==> config.mk <==
export PLATFORM = sky130hd
export DESIGN_NAME = samp_fifo_arb_flat
export DESIGN_NICKNAME = d
export VERILOG_FILES = /design/src/rtl/samp_fifo_arb_pkg.sv /design/src/rtl/samp_fifo_arb_if.sv /design/src/rtl/samp_fifo_arb_rr_pick.sv /design/src/rtl/samp_fifo_arb.sv /design/src/flat_wrapper.sv
export SDC_FILE = /design/constraint.sdc
export NUM_CORES = 1
export LEC_CHECK = 0
export ABC_AREA = 1
export CORE_AREA = 2 2 102 104
export CTS_BUF_LIST = sky130_fd_sc_hd__clkbuf_2
export DETAILED_ROUTE_END_ITERATION = 10
export DIE_AREA = 0 0 104 106
export DONT_BUFFER_PORTS = 1
export GPL_TIMING_DRIVEN = 0
export PLACE_DENSITY_LB_ADDON = 0.08
export SYNTH_ARGS = -nofsm -noshare
export SYNTH_HDL_FRONTEND = slang
export SYNTH_SLANG_ARGS = --single-unit
==> constraint.sdc <==
create_clock -name Clk -period 3.4 [get_ports Clk]
set_input_delay 0.68 -clock Clk [delete_from_list [all_inputs] [get_ports Clk]]
set_output_delay 0.68 -clock Clk [all_outputs]
set_load 0.02 [all_outputs]
==> src/rtl/samp_fifo_arb_pkg.sv <==
// Shared types for the sample FIFO arbiter and related sample-path schedulers.
package samp_fifo_arb_pkg;
  localparam int SAMP_W = 24;

  typedef struct packed {
    logic [SAMP_W-1:0] I;
    logic [SAMP_W-1:0] Q;
  } samp_t;

  typedef enum logic [1:0] {IDLE, ARB, SERVE} arb_state_t;
endpackage

==> src/rtl/samp_fifo_arb_if.sv <==
// FIFO-bank side and downstream side of the sample arbiter, bundled as one port.
interface samp_fifo_arb_if import samp_fifo_arb_pkg::*; #(parameter int NCH = 4) ();
  logic [NCH-1:0]         FifoEmpty;
  samp_t [NCH-1:0]        FifoSamp;
  logic [NCH-1:0]         FifoPull;
  logic [NCH-1:0]         ChanEn;
  logic                   StallIn;
  logic                   PushOut;
  samp_t                  SampOut;
  logic [$clog2(NCH)-1:0] ChanOut;

  modport master (output FifoEmpty, FifoSamp, ChanEn, StallIn,
                  input  FifoPull, PushOut, SampOut, ChanOut);
  modport slave  (input  FifoEmpty, FifoSamp, ChanEn, StallIn,
                  output FifoPull, PushOut, SampOut, ChanOut);
endinterface

==> src/rtl/samp_fifo_arb_rr_pick.sv <==
// Combinational round-robin finder: first set req bit strictly after last, wrapping.
module samp_rr_pick #(
  parameter int N = 4
) (
  input  logic [N-1:0]         req,
  input  logic [$clog2(N)-1:0] last,
  output logic                 any,
  output logic [$clog2(N)-1:0] idx
);
  localparam int IW = $clog2(N);
  logic [IW-1:0] cand;

  // Walk from farthest to nearest so the nearest requester is the last write.
  always_comb begin
    any  = |req;
    idx  = last;
    cand = '0;
    for (int i = N; i >= 1; i--) begin
      cand = IW'((int'(last) + i) % N);
      if (req[cand]) idx = cand;
    end
  end
endmodule

==> src/rtl/samp_fifo_arb.sv <==
// Round-robin burst arbiter/read sequencer for NCH sample FIFOs sharing one output.
// Build option: SAMP_FIFO_ARB_PRIO_EN gives channel 0 preemptive priority.
module samp_fifo_arb import samp_fifo_arb_pkg::*; #(
  parameter int NCH   = 4,
  parameter int BURST = 4
) (
  input logic            Clk,
  input logic            Reset,
  samp_fifo_arb_if.slave bus
);
  localparam int CW = $clog2(NCH);
  localparam int BW = $clog2(BURST + 1);

  arb_state_t     state;
  logic [CW-1:0]  grant, last_grant, rr_idx, arb_idx;
  logic [BW-1:0]  cnt;
  logic [NCH-1:0] req;
  logic           rr_any, xfer, burst_end, prio_win, prio_cut;

  assign req = bus.ChanEn & ~bus.FifoEmpty;

  samp_rr_pick #(.N(NCH)) u_pick (
    .req (req),
    .last(last_grant),
    .any (rr_any),
    .idx (rr_idx)
  );

`ifdef SAMP_FIFO_ARB_PRIO_EN
  // A priority grant leaves last_grant alone so the rotation resumes in place.
  assign prio_win = req[0];
  assign prio_cut = (grant != '0) && req[0];
`else
  assign prio_win = 1'b0;
  assign prio_cut = 1'b0;
`endif
  assign arb_idx = prio_win ? '0 : rr_idx;

  // Pull is gated by req[grant], so an empty or disabled FIFO is never pulled.
  assign xfer         = (state == SERVE) && req[grant] && !bus.StallIn;
  assign burst_end    = xfer && (cnt == BW'(BURST - 1));
  assign bus.FifoPull = xfer ? (NCH'(1) << grant) : '0;

  always_ff @(posedge Clk or posedge Reset) begin
    if (Reset) begin
      state       <= IDLE;
      grant       <= '0;
      last_grant  <= CW'(NCH - 1);
      cnt         <= '0;
      bus.PushOut <= 1'b0;
      bus.SampOut <= '0;
      bus.ChanOut <= '0;
    end else begin
      bus.PushOut <= xfer;
      if (xfer) begin
        bus.SampOut <= bus.FifoSamp[grant];
        bus.ChanOut <= grant;
      end
      unique case (state)
        IDLE: if (|req) state <= ARB;
        ARB: begin
          if (rr_any) begin
            grant <= arb_idx;
            if (!prio_win) last_grant <= arb_idx;
            cnt   <= '0;
            state <= SERVE;
          end else begin
            state <= IDLE;
          end
        end
        SERVE: begin
          if (xfer) cnt <= cnt + 1'b1;
          if (burst_end || !req[grant] || prio_cut) state <= ARB;
        end
        default: state <= IDLE;
      endcase
    end
  end
endmodule

==> src/flat_wrapper.sv <==
// flat-port wrapper written by rule: the top's interface ports become plain ports
module samp_fifo_arb_flat import samp_fifo_arb_pkg::*;
#(
  parameter int NCH   = 4,
  parameter int BURST = 4
)
  (Clk, Reset, bus_FifoEmpty, bus_FifoSamp, bus_ChanEn, bus_StallIn, bus_FifoPull, bus_PushOut, bus_SampOut, bus_ChanOut);
  samp_fifo_arb_if #(.NCH(NCH)) bus_i ();
  input logic Clk;
  input logic Reset;
  input wire logic [$bits(bus_i.FifoEmpty)-1:0] bus_FifoEmpty;
  input wire logic [$bits(bus_i.FifoSamp)-1:0] bus_FifoSamp;
  input wire logic [$bits(bus_i.ChanEn)-1:0] bus_ChanEn;
  input wire logic [$bits(bus_i.StallIn)-1:0] bus_StallIn;
  output wire logic [$bits(bus_i.FifoPull)-1:0] bus_FifoPull;
  output wire logic [$bits(bus_i.PushOut)-1:0] bus_PushOut;
  output wire logic [$bits(bus_i.SampOut)-1:0] bus_SampOut;
  output wire logic [$bits(bus_i.ChanOut)-1:0] bus_ChanOut;
  assign bus_i.FifoEmpty = bus_FifoEmpty;
  assign bus_i.FifoSamp = bus_FifoSamp;
  assign bus_i.ChanEn = bus_ChanEn;
  assign bus_i.StallIn = bus_StallIn;
  assign bus_FifoPull = bus_i.FifoPull;
  assign bus_PushOut = bus_i.PushOut;
  assign bus_SampOut = bus_i.SampOut;
  assign bus_ChanOut = bus_i.ChanOut;
  samp_fifo_arb #(.NCH(NCH), .BURST(BURST)) u_core (.Clk(Clk), .Reset(Reset), .bus(bus_i));
endmodule
Word level (Yosys, flattened, before mapping) --
Index checks and enable logic that the tools add are counted.
Word-level totals: register bits after elaboration 60, input port bits 203, output and inout port bits 55
Cells by class: add/subtract/negate cells 5, magnitude comparators 5, eq/ne operators 7, shift-type cells 1, mux-type cells 24, bitwise logic cells 2, reductions and logical operators 12
Operators with widths (number):
- 48-bit binary-select mux with 2-bit select | 1
- 48-bit 2-to-1 mux | 1
- 2-bit by 3-bit < comparator with 1-bit output (second input constant) | 5
- 2-bit 2-to-1 mux | 7
- 1-bit binary-select mux with 2-bit select | 5
- 3-bit 2-to-1 mux | 2
- 2-bit by 1-bit != test with 1-bit output (second input constant) | 3
- 2-bit case mux with 3 select lines | 1
- 3-bit case mux with 2 select lines | 1
- 1-bit 2-to-1 mux | 5
- 2-bit by 1-bit adder with 2-bit output (second input constant) | 2
- 2-bit adder (second input constant) | 2
- 4-bit bitwise AND | 1
- 4-bit 2-to-1 mux | 1
- 4-bit NOT | 1
- 2-bit AND reduction | 2
- 4-bit OR reduction | 1
- 1-bit by 2-bit << shifter with 4-bit output (first input constant) | 1
- 3-bit by 1-bit adder with 3-bit output (second input constant) | 1
- 3-bit by 2-bit equality test with 1-bit output (second input constant) | 1
- 1-bit logical AND | 3
- 3-bit AND reduction | 1
- 2-bit by 1-bit equality test with 1-bit output (second input constant) | 1
- 2-bit equality test (second input constant) | 1
- 5 further kinds | 6

Depth between registers and ports, before layout --
Gate-level depths: netlist of run 1.
depth in word-level cells 10, gate-level depth with buffers 13, depth with buffers taken out 13

By module --
Synthesis of run 1 repeated with hierarchy kept, for this count alone.
Second synthesis, totals: cell total of the unflattened synthesis 547, area total of the unflattened synthesis 3623.5 um^2
By module, submodules not included:
- samp_fifo_arb | instances 1, cells each 504, area each 3419.5 um^2, sequential area each 1503.9 um^2
- samp_rr_pick | instances 1, cells each 43, area each 203.9 um^2, sequential area each 0.0 um^2

Worst setup path after synthesis of run 1 --
No wires, ideal clock.
path kind input-to-output, start point in bus_FifoEmpty[2], end point out bus_FifoPull[1], data arrival time 1.663 ns, data required time 2.720 ns, slack 1.057 ns, stages on the path 8, cell sequence inv_1 nand2_1 nand2_1 nand3_1 nor2_2 nand2_4 buf_2 nor2_1
On the way: cells in the longest elaborated chain, start to end 7
Ends and longest elaborated chain:
- start, declared | line flat_wrapper.sv:11 | input wire logic [$bits(bus_i.FifoEmpty)-1:0] bus_FifoEmpty;
- 4-bit NOT | line samp_fifo_arb.sv:20 | assign req = bus.ChanEn & ~bus.FifoEmpty;
- 4-bit bitwise AND | line samp_fifo_arb.sv:20
- 1-bit binary-select mux with 2-bit select | line samp_fifo_arb.sv:40 | assign xfer = (state == SERVE) && req[grant] && !bus.StallIn;
- 1-bit 2-to-1 mux (implied by the code) | line samp_fifo_arb.sv:40
- 1-bit logical AND (2 in series) | line samp_fifo_arb.sv:40
- 4-bit 2-to-1 mux | line samp_fifo_arb.sv:42 | assign bus.FifoPull = xfer ? (NCH'(1) << grant) : '0;
- end, declared | line flat_wrapper.sv:15 | output wire logic [$bits(bus_i.FifoPull)-1:0] bus_FifoPull;
Every way passes these cells. The select of a mux whose other input is x is not followed.

Final worst setup path of run 1 --
start point reg u_core.grant[1], end point out bus_FifoPull[0]
On the way: cells in the longest elaborated chain, start to end 5, elaborated cells between the ends (all ways) 6
Ends and longest elaborated chain:
- start, declared | line samp_fifo_arb.sv:15 | logic [CW-1:0] grant, last_grant, rr_idx, arb_idx;
- start signal, assigned | line samp_fifo_arb.sv:63 | grant <= arb_idx;
- 1-bit binary-select mux with 2-bit select | line samp_fifo_arb.sv:40
- 1-bit 2-to-1 mux (implied by the code) | line samp_fifo_arb.sv:40
- 1-bit logical AND (2 in series) | line samp_fifo_arb.sv:40
- 4-bit 2-to-1 mux (*) | line samp_fifo_arb.sv:42
Every way passes the cells marked *; elsewhere a longest branch is shown, timed or not. The select of a mux whose other input is x is not followed.

==> metrics.cfg, run 1 <==
[logic_synthesis]
yosys.area_share.xor_xnor_pct=0
synth-compound-area-share_pct=7.92
synthArstFlopShare_pct=100
post_synth_fa_ha_maj_area_fraction_pct=1.94
synth_top_family_by_area=simple AND/OR/NAND/NOR gates
yosysTopAreaCell=dfrtp_1
syn_inst=576
synth_edf_count=0
synthFlopType=dfrtp_1
syn_area_per_cell_sq_um=6.72
netlist_area_sq_um=3870
yosys.area_share.simple_pct=44.1
ys_seq_area_share_pct=38.9
yosys_register_bits=60
syn-num-nets=785
muxShareOfSynthArea_pct=0
netlist.area_leader.share_pct=37.5
ys_top_cells_by_area=dfrtp_1, nand2_1, nand3_1
ys_types=24
ys_warn_count=0

[place]
preCtsSetupSlack_ns=0.840
port_buffers=0
routabilityCongestion=0.883
placed_area_sq_um=4060
post-dp-hpwl_microns=10900

[floorplan]
num_rows=37
dieArea_sq_um=11000
die_w_microns=104
core-area_sq_um=10000
io_pins=258
die_y_microns=106
initial_core_util_pct=38.7

[grt]
grt_overflow=0
grt_pass1_vias=4083
grt_usage_pct=25.5
grt_start_max_net_pins=41
grt_pass1_wl_microns=22000
antenna_found_initial=0

[route]
drc_errors=0
drt_wl_total_microns=14000
drt_pass1_iterations=5
vias=4090
routed_via_density=5.61
wl_per_cell_microns=19.2
drt_first_iter_violations=236
postRouteAntennaNets=0

[timing]
fin_crit_sh_pct=88.4
holdWs_ns=0.0534
worstMarginPinSlew_ns=0.541
relSlewSlack_pct=63.9
rsz0062_at_grt=false
finalClockSkew_ns=0.0204
fin_crit_ns=3.01
final-setup-viol-count=0
hold_viol=0
drv_slew=0
fmax_ghz=0.333
setup_slack_ns=0.395
setup_tns_ns=0

[pwr]
p_per_area_nw_per_um2=928
p_leak_nw=2.02
peakVddDrop_mv=0.395

[layout]
post_route_cells_drive_above_1_share_pct=7.76
diodes=0
fin_area_sq_um=4170
final_nets=797
areaGrowthSynthToFinish_pct=7.63
utilization_pct=41.7

[outcome]
run_status=finished, final reports clean

[clock_network]
cts_tree=yes
ctsRootBufferMaster=clkbuf_2
clock_sinks=60
path_clk_slew_ns=0.18
postCtsSetupRepairBufs=0
htreeDepth=3
max-clock-path-buffers=2
cts_hold_buf=0
cts.repair.resized=0
clk_latency_ns=0.51
cts_buffers=9

[critical_path]
crit_family=simple AND/OR/NAND/NOR gates
max_stage_delay_ns=0.40
cp_data_required_time_ns=2.72
cp-end-kind=output pin
critical_path_buf_inv_count=3
arrival_ns=2.33
rr_endpoint=u_core.bus.SampOut[7]$_DFFE_PP0P_
crit_type=reg -> out
critPathLaunchType=flip-flop
cp_cell_sequence=buf_4 -> inv_2 -> nor2_1 -> nand2_1 -> nand3_1 -> nor2_2 -> nand2_4 -> buf_2 -> nor3_2
r2r_setup_slack_ns=1.50
crit_path_top_delay_cell=dfrtp_1
reg2regPathDepth=8
path_max_fanout=10
r2r_start=u_core.grant[1]$_DFFE_PP0P_

[flow_run]
max_cap_violations=0

[min_path]
min-delay-path-class=in -> async

[where the power goes]
part           total (mW)  internal [mW]  switching [mW]
combinational        1.90          0.611            1.29
clock               0.448          0.167           0.281
sequential           1.52          0.987           0.533
[state kept, by name (all words and copies together), names as in the netlist]
register,flops
u_core.bus.ChanOut,2
u_core.state,2
u_core.last_grant,2
u_core.grant,2
u_core.cnt,3
u_core.bus.SampOut,48
u_core.bus.PushOut,1
[synth_stat cells (3+ instances only)]
cell type  count
nand3_1      136
o21ai_0        3
buf_2         17
nor2_1        10
a21oi_1       25
o21ai_1       29
inv_1         19
buf_1          4
clkbuf_1      18
nand4_1       24
ha_1           6
dfrtp_1       58
nand2_1      213
[routing by layer]
layer	up-vias	GRT usage, %	routed length, microns
met5	-	0	0
met4	0	9.07	280
met3	20	6.56	1070
met2	205	45.7	7090
met1	1911	29.5	5590
li1	1954	-	-
[layout make-up]
cell class | instances | area, sq um
buffer | 42 | 198
inverter | 21 | 81.3
clock buffer | 10 | 50.0
timing repair buffer | 1 | 20.0
fill | 1104 | 5830
clock inverter | 6 | 55.1
sequential | 60 | 1500
tap | 136 | 170
multi-input combinational | 453 | 2090
[cell usage in the layout (no fill, tap or decap), types with 6 or more instances in the layout]
master	instances
nand4_1	24
ha_1	6
o21ai_1	29
nor2_1	10
clkbuf_2	10
dfrtp_1	58
nand3_1	136
clkbuf_1	18
inv_1	18
buf_2	17
nand2_1	213
a21oi_1	25
[worst reg2reg max path, cell delays in order (launching register included)]
cell     delay [ns]
dfrtp_1        0.40
buf_4          0.17
nor2_1         0.28
buf_2          0.32
buf_2          0.26
nand2_1        0.11
nand4_1        0.15
nand2_1        0.10
nand2_1        0.07
[how the worst max path moves through the flow]
| stage | startpoint | endpoint | slack (ns) | cells after the start |
|---|---|---|---|---|
| floorplan | bus_FifoEmpty[2] | bus_FifoPull[1] | 1.06 | 8 |
| global placement | Reset | u_core.bus.SampOut[37]$_DFFE_PP0P_ | 0.39 | 1 |
| detailed placement | bus_FifoEmpty[0] | bus_FifoPull[0] | 0.84 | 8 |
| CTS | u_core.grant[1]$_DFFE_PP0P_ | bus_FifoPull[0] | 0.32 | 9 |
| global route | u_core.grant[1]$_DFFE_PP0P_ | bus_FifoPull[0] | 0.17 | 9 |
| finish | u_core.grant[1]$_DFFE_PP0P_ | bus_FifoPull[0] | 0.39 | 9 |
[cell families after synthesis]
group | Yosys count
adders and majority gates | 6
and+or+nand+nor | 387
AOI/OAI and AO/OA | 60
buffers and inverters | 63
DFF | 60
[metrics by stage]
stage | total power [mW] | instances
4_1_cts | 3.90 | 729
6_report | 3.87 | 729
3_5_place_dp | 3.44 | 713
5_1_grt | 4.24 | 729
2_1_floorplan | 2.87 | 576
3_3_place_gp | 3.39 | 712
No activity file was read; power rests on OpenSTA's default activity.
==> run 2, diff against run 1 <==
Settings changed: ABC_AREA 1 to not set, CORE_AREA 2 2 102 104 to 2 2 100 102, DIE_AREA 0 0 104 106 to 0 0 102 104, SLEW_MARGIN set to 5.
==> run 2 against run 1 <==
Clock power fell by 24%. Via count shrank 42%. Core utilization up 0.41 points. Register-to-register slack got worse by 0.34 ns. Synthesized area decreased by 2.8%. Hold slack gained 0.15 ns. Maximum frequency is 5.3% lower. Combinational power shrank 27%. Setup slack got worse by 0.17 ns. Design area down 3.6%. Cell count decreased by 46%. Synthesized cell count shrank 57%.
==> metrics.cfg, run 2 <==
[critical_path]
crit_type=reg -> out
cp-end-kind=output pin
reg2regPathDepth=8  ; unchanged
r2r_start=u_core.state[0]$_DFFE_PP0P_
path_max_fanout=7  ; -3
r2r_setup_slack_ns=1.16  ; -0.34 ns
critPathLaunchType=flip-flop
cp_data_required_time_ns=2.72  ; about the same
rr_endpoint=u_core.bus.SampOut[15]$_DFFE_PP0P_
arrival_ns=2.49  ; +0.16 ns

[grt]
grt_pass1_vias=2575  ; -37%
grt_overflow=0  ; unchanged
antenna_found_initial=3  ; +3
grt_pass1_wl_microns=14100  ; -36%
grt_start_max_net_pins=61  ; +49%
grt_usage_pct=17.7  ; -7.8 points

[logic_synthesis]
ys_types=42  ; +75%
synth_commonest_cells=dfrtp_1, mux4_2, mux2_1
netlist.area_leader.share_pct=38.6  ; +1.1 points
yosysTopAreaCell=dfrtp_1
synthArstFlopShare_pct=100  ; unchanged
syn_inst=248  ; -57%
synth_edf_count=0  ; unchanged
netlist_area_sq_um=3760  ; -2.8%
ys_top_cells_by_area=dfrtp_1, mux4_2, mux2_1
ys_warn_count=0  ; unchanged
ys_seq_area_share_pct=40.0  ; +1.1 points
synth.most_common_cell=dfrtp_1
syn_area_per_cell_sq_um=15.2  ; +130%
syn-num-nets=457  ; -42%
synthFlopType=dfrtp_1
yosys_register_bits=60  ; unchanged

[timing]
fin_crit_sh_pct=93.4  ; +5.0 points
hold_viol=0  ; unchanged
fmax_ghz=0.315  ; -5.3%
drv_slew=0  ; unchanged
fin_crit_ns=3.17  ; +0.169 ns
setup_tns_ns=0  ; unchanged
final-setup-viol-count=0  ; unchanged
relSlewSlack_pct=29.1  ; -35 points
worstMarginPinSlew_ns=1.04  ; +0.496 ns
finalClockSkew_ns=0.0312  ; +0.0108 ns
rsz0062_at_grt=false

[route]
routed_via_density=5.93  ; +5.7%
vias=2355  ; -42%
drc_errors=0  ; unchanged
wl_per_cell_microns=23.7  ; +23%
postRouteAntennaNets=0  ; unchanged
drt_first_iter_violations=52  ; -78%
drt_wl_total_microns=9400  ; -33%
drt_pass1_iterations=4  ; -1

[floorplan]
num_rows=36  ; -2.7%
dieArea_sq_um=10600  ; -3.8%
io_pins=258  ; unchanged
die_y_microns=104  ; -1.9%
die_w_microns=102  ; -1.9%
core-area_sq_um=9550  ; -4.5%
initial_core_util_pct=39.4  ; +0.69 points

[pwr]
peakVddDrop_mv=0.289  ; -27%
p_leak_nw=1.62  ; -20%
power_mw=3.36  ; -13%
p_per_area_nw_per_um2=836  ; -9.9%

[place]
post-dp-hpwl_microns=7390  ; -32%
routabilityCongestion=0.723  ; -18%
port_buffers=0  ; unchanged

[clock_network]
ctsRootBufferMaster=clkbuf_2
max-clock-path-buffers=2  ; unchanged
cts_tree=yes
htreeDepth=3  ; unchanged
clock_sinks=60  ; unchanged
cts_hold_buf=0  ; unchanged
clk_latency_ns=0.47  ; -0.04 ns
cts_buffers=9  ; unchanged
path_clk_slew_ns=0.17  ; about the same

[layout]
final_common_cell=dfrtp_1
fillers=886  ; -20%
layout_common_cells=dfrtp_1, mux4_2, mux2_1
final_nets=469  ; -41%
post_route_cells_drive_above_1_share_pct=33.5  ; +26 points
reg_top3=u_core.bus.SampOut: 48 flops, u_core.cnt: 3 flops
largest_reg_flops=48  ; unchanged
largest-register=u_core.bus.SampOut
areaGrowthSynthToFinish_pct=6.79
seqCellArea_sq_um=1500  ; unchanged
multi_input_area_sq_um=2110  ; +0.96%

[outcome]
run_status=finished, final reports clean

[flow_run]
max_cap_violations=0  ; unchanged

[min_path]
min-delay-path-class=in -> async

run 2: report_power, final:
| part | leakage, nW | internal [mW] | switching [mW] |
|---|---|---|---|
| sequential | 0.743 | 1.04 | 0.590 |
| combinational | 0.818 | 0.785 | 0.605 |
| clock | 0.0548 | 0.0858 | 0.253 |
| total | 1.62 | 1.91 | 1.45 |
run 2: how the worst max path moves through the flow:
| stage | startpoint | to | slack [ns] | cells past startpoint |
|---|---|---|---|---|
| global route | u_core.state[0]$_DFFE_PP0P_ | bus_FifoPull[1] | 0.04 | 6 |
| global placement | bus_ChanEn[1] | bus_FifoPull[2] | 0.32 | 8 |
| CTS | u_core.grant[1]$_DFFE_PP0P_ | bus_FifoPull[2] | 0.04 | 8 |
| detailed placement | bus_FifoEmpty[2] | bus_FifoPull[2] | 0.34 | 8 |
| floorplan | bus_FifoEmpty[2] | bus_FifoPull[2] | 0.50 | 8 |
| finish | u_core.state[0]$_DFFE_PP0P_ | bus_FifoPull[1] | 0.23 | 6 |
run 2: metrics by stage:
step | cells | setup slack [ns] | util [%] | hold slack (ns) | instance area [sq um]
final | 397 | 0.225 | 42.1 | 0.206 | 4020
after global routing | 396 | 0.0441 | 42.0 | 0.212 | 4010
after CTS | 395 | 0.0403 | 41.9 | 0.186 | 4000
after detailed placement | 381 | 0.336 | 41.2 | 0.492 | 3930
after global placement | 381 | 0.318 | 41.1 | 0.488 | 3930
after floorplan | 248 | 0.500 | - | 0.466 | 3760
run 2: layer usage:
| layer | track usage (%) | wire length [microns] | share of wire (%) | vias to the layer above |
|---|---|---|---|---|
| met4 | 6.10 | 154 | 1.6 | 4 |
| met5 | 0 | 24 | 0.26 | - |
| met1 | 19.7 | 3260 | 35 | 1163 |
| met3 | 7.59 | 1120 | 12 | 18 |
| li1 | - | - | - | 1012 |
| met2 | 30.0 | 4850 | 52 | 158 |
run 2: critical path, cell delays in order, from the launching register on:
cell and delay (ns):
dfrtp_1 0.45, inv_1 0.09, ha_2 0.20, o31ai_1 0.08, or4_4 0.48, buf_6 0.16
nor3b_1 0.56
run 2: timing repair:
action / in CTS / in global routing
pin swaps: 0 / 1
buffers inserted: 0 / 2
gates resized for setup: 2 / 3
cloned: 0 / 0
endpoints found under the setup margin: 3 / 3
run 2: cell type report:
class	count	area share, %
diodes	1	0.0623
plain buffers	19	2.96
clock buffers	10	1.25
clock inverters	4	0.467
inverters	7	0.841
multi-input cells	161	52.5
flip-flops and latches	60	37.4
well taps	133	4.14
repair buffers	2	0.374
run 2: kinds of logic (layout without fill, tap and decap cells):
| family | Yosys count | after routing | synth area share, % |
|---|---|---|---|
| multiplexers | 100 | 100 | 44.3 |
| flip-flops | 60 | 60 | 40.0 |
| AND/OR/NAND/NOR | 33 | 33 | 5.26 |
| buffers and inverters | 27 | 42 | 4.26 |
| AO/OA/AOI/OAI | 22 | 22 | 4.23 |
| adder cells (fa/ha/maj) | 6 | 6 | 2.00 |
| other | 0 | 1 | 0 |
==> run 3, diff against run 2 <==
Settings changed: SLEW_MARGIN 5 to 40.
==> run 3 against run 2 <==
Critical path depth did not move. Routed wire length barely moved. Setup slack lost 0.030 ns. Cell count increased by 0.25%. Die area did not move. First-iteration DRC count rose by 1.9%. Register-to-register slack lost 0.02 ns. Power grew 0.22%. Sequential power barely moved. Combinational power about the same.
==> metrics.cfg, run 3 (synthesis gave the netlist of run 2 again) <==
[timing]
final-setup-viol-count=0  ; unchanged
fin_crit_ns=3.20  ; +0.0295 ns
rsz0062_at_grt=false
relSlewSlack_pct=48.8  ; +20 points
setup_slack_ns=0.196  ; -0.0295 ns
worstMarginPinSlew_ns=0.760  ; -0.277 ns
fin_crit_sh_pct=94.2  ; +0.87 points
holdWs_ns=0.0513  ; -0.155 ns
drv_slew=0  ; unchanged
setup_tns_ns=0  ; unchanged
hold_viol=0  ; unchanged
finalClockSkew_ns=0.0197  ; -0.0115 ns
fmax_ghz=0.312  ; -0.92%

[pwr]
peakVddDrop_mv=0.274  ; -5.3%
seqPwrFrac_pct=48.4  ; about the same
swShare_pct=43.3  ; +0.18 points
power_mw=3.37  ; +0.22%
internal-power_mw=1.91  ; -0.10%
p_leak_nw=1.62  ; about the same
p_per_area_nw_per_um2=833  ; -0.31%
clkPwrFrac_pct=10.3  ; +0.2 points
power.switching_mw=1.46  ; +0.65%
combPwrFrac_pct=41.3  ; about the same

[grt]
grt_start_max_net_pins=32  ; -48%
grt_overflow=0  ; unchanged
grt_pass1_wl_microns=14100  ; +0.49%
antenna_found_initial=3  ; unchanged
grt_pass1_vias=2608  ; +1.3%
grt_usage_pct=17.7  ; +0.028 points

[layout]
largest-register=u_core.bus.SampOut
final_common_cell=dfrtp_1
largest_reg_flops=48  ; unchanged
fin_cells=398  ; +0.25%
post_route_cells_drive_above_1_share_pct=33.3  ; -0.13 points
final_nets=469  ; unchanged
reg_top3=u_core.bus.SampOut: 48 flops, u_core.cnt: 3 flops
fin_area_sq_um=4040  ; +0.53%
utilization_pct=42.3  ; +0.22 points
areaGrowthSynthToFinish_pct=7.35
layout_common_cells=dfrtp_1, mux4_2, mux2_1
fillers=897  ; +1.2%

[critical_path]
path_max_fanout=7  ; unchanged
cp-end-kind=output pin
crit_type=reg -> out
cp_data_required_time_ns=2.72  ; about the same
arrival_ns=2.52  ; +0.03 ns
critPathLaunchType=flip-flop

[floorplan]
io_pins=258  ; unchanged
die_y_microns=104  ; unchanged
die_w_microns=102  ; unchanged
num_rows=36  ; unchanged
dieArea_sq_um=10600  ; unchanged
core-area_sq_um=9550  ; unchanged
initial_core_util_pct=39.4  ; unchanged

[route]
drc_errors=0  ; unchanged
postRouteAntennaNets=0  ; unchanged
routed_via_density=5.94  ; +0.17%
vias=2365  ; +0.42%
drt_pass1_iterations=4  ; unchanged
drt_wl_total_microns=9410  ; about the same
drt_first_iter_violations=53  ; +1.9%
wl_per_cell_microns=23.6  ; -0.24%

[place]
dp.cells=382  ; +0.26%
port_buffers=0  ; unchanged
routabilityCongestion=0.723  ; unchanged
placed_area_sq_um=3950  ; +0.54%
post-dp-hpwl_microns=7560  ; +2.4%
preCtsSetupSlack_ns=0.301  ; -0.0350 ns

[clock_network]
clock_sinks=60  ; unchanged
max-clock-path-buffers=2  ; unchanged
cts_tree=yes
cts_hold_buf=0  ; unchanged
clk_latency_ns=0.47  ; about the same
ctsRootBufferMaster=clkbuf_2
cts_buffers=9  ; unchanged
path_clk_slew_ns=0.17  ; about the same
htreeDepth=3  ; unchanged

[outcome]
run_status=finished, final reports clean

[flow_run]
max_cap_violations=0  ; unchanged

[min_path]
min-delay-path-class=in -> async

run 3: power by group through the flow:
stage	logic [mW]	clock network [mW]	registers, mW
detailed placement	1.40	0	1.65
CTS	1.41	0.369	1.64
floorplan	1.18	0	1.56
global placement	1.38	0	1.66
global route	1.54	0.402	1.68
finish	1.39	0.345	1.63
run 3: cell type report:
class                      instances  area (sq um)  area share [%]
inverter                           7          33.8           0.837
buffer                            19           119            2.94
clock inverter                     5          20.0           0.496
tap                              133           166            4.12
antenna                            1          2.50          0.0620
timing repair buffer               2          27.5           0.682
multi-input combinational        161          2110            52.3
clock buffer                      10          50.0            1.24
sequential                        60          1510            37.3
run 3: worst max-delay path: stages (launching register included):
cell	delay, ns
dfrtp_2	0.46
inv_1	0.09
ha_2	0.20
o31ai_1	0.10
or4_4	0.49
buf_6	0.16
nor3b_1	0.57
run 3: final timing paths:
check / start / endpoint / slack (ns) / depth (start not counted)
min in group Clk: bus_StallIn / u_core.state[0]$_DFFE_PP0P_ / 0.52 / 4
min reg2reg: u_core.cnt[1]$_DFFE_PP0P_ / u_core.cnt[1]$_DFFE_PP0P_ / 0.53 / 1
max in group asynchronous: Reset / u_core.state[0]$_DFFE_PP0P_ / 2.83 / 2
min: Reset / u_core.bus.SampOut[30]$_DFFE_PP0P_ / 0.05 / 1
max reg2reg: u_core.state[0]$_DFFE_PP0P_ / u_core.bus.SampOut[45]$_DFFE_PP0P_ / 1.14 / 8
max: u_core.state[0]$_DFFE_PP0P_ / bus_FifoPull[1] / 0.20 / 6
run 3: repair_timing:
action                     4_1_cts  5_1_grt
gates resized for setup          2        4
setup endpoints to repair        3        3
pin swaps                        0        1
setup buffers                    0        1
hold endpoints to repair         0        0
run 3: routing by layer:
layer / GRT usage, % / vias up / part of all wire (%)
li1: - / 1012 / -
met4: 5.81 / 4 / 1.6
met5: 0 / - / 0.29
met1: 20.5 / 1180 / 36
met2: 29.7 / 152 / 51
met3: 7.06 / 17 / 11
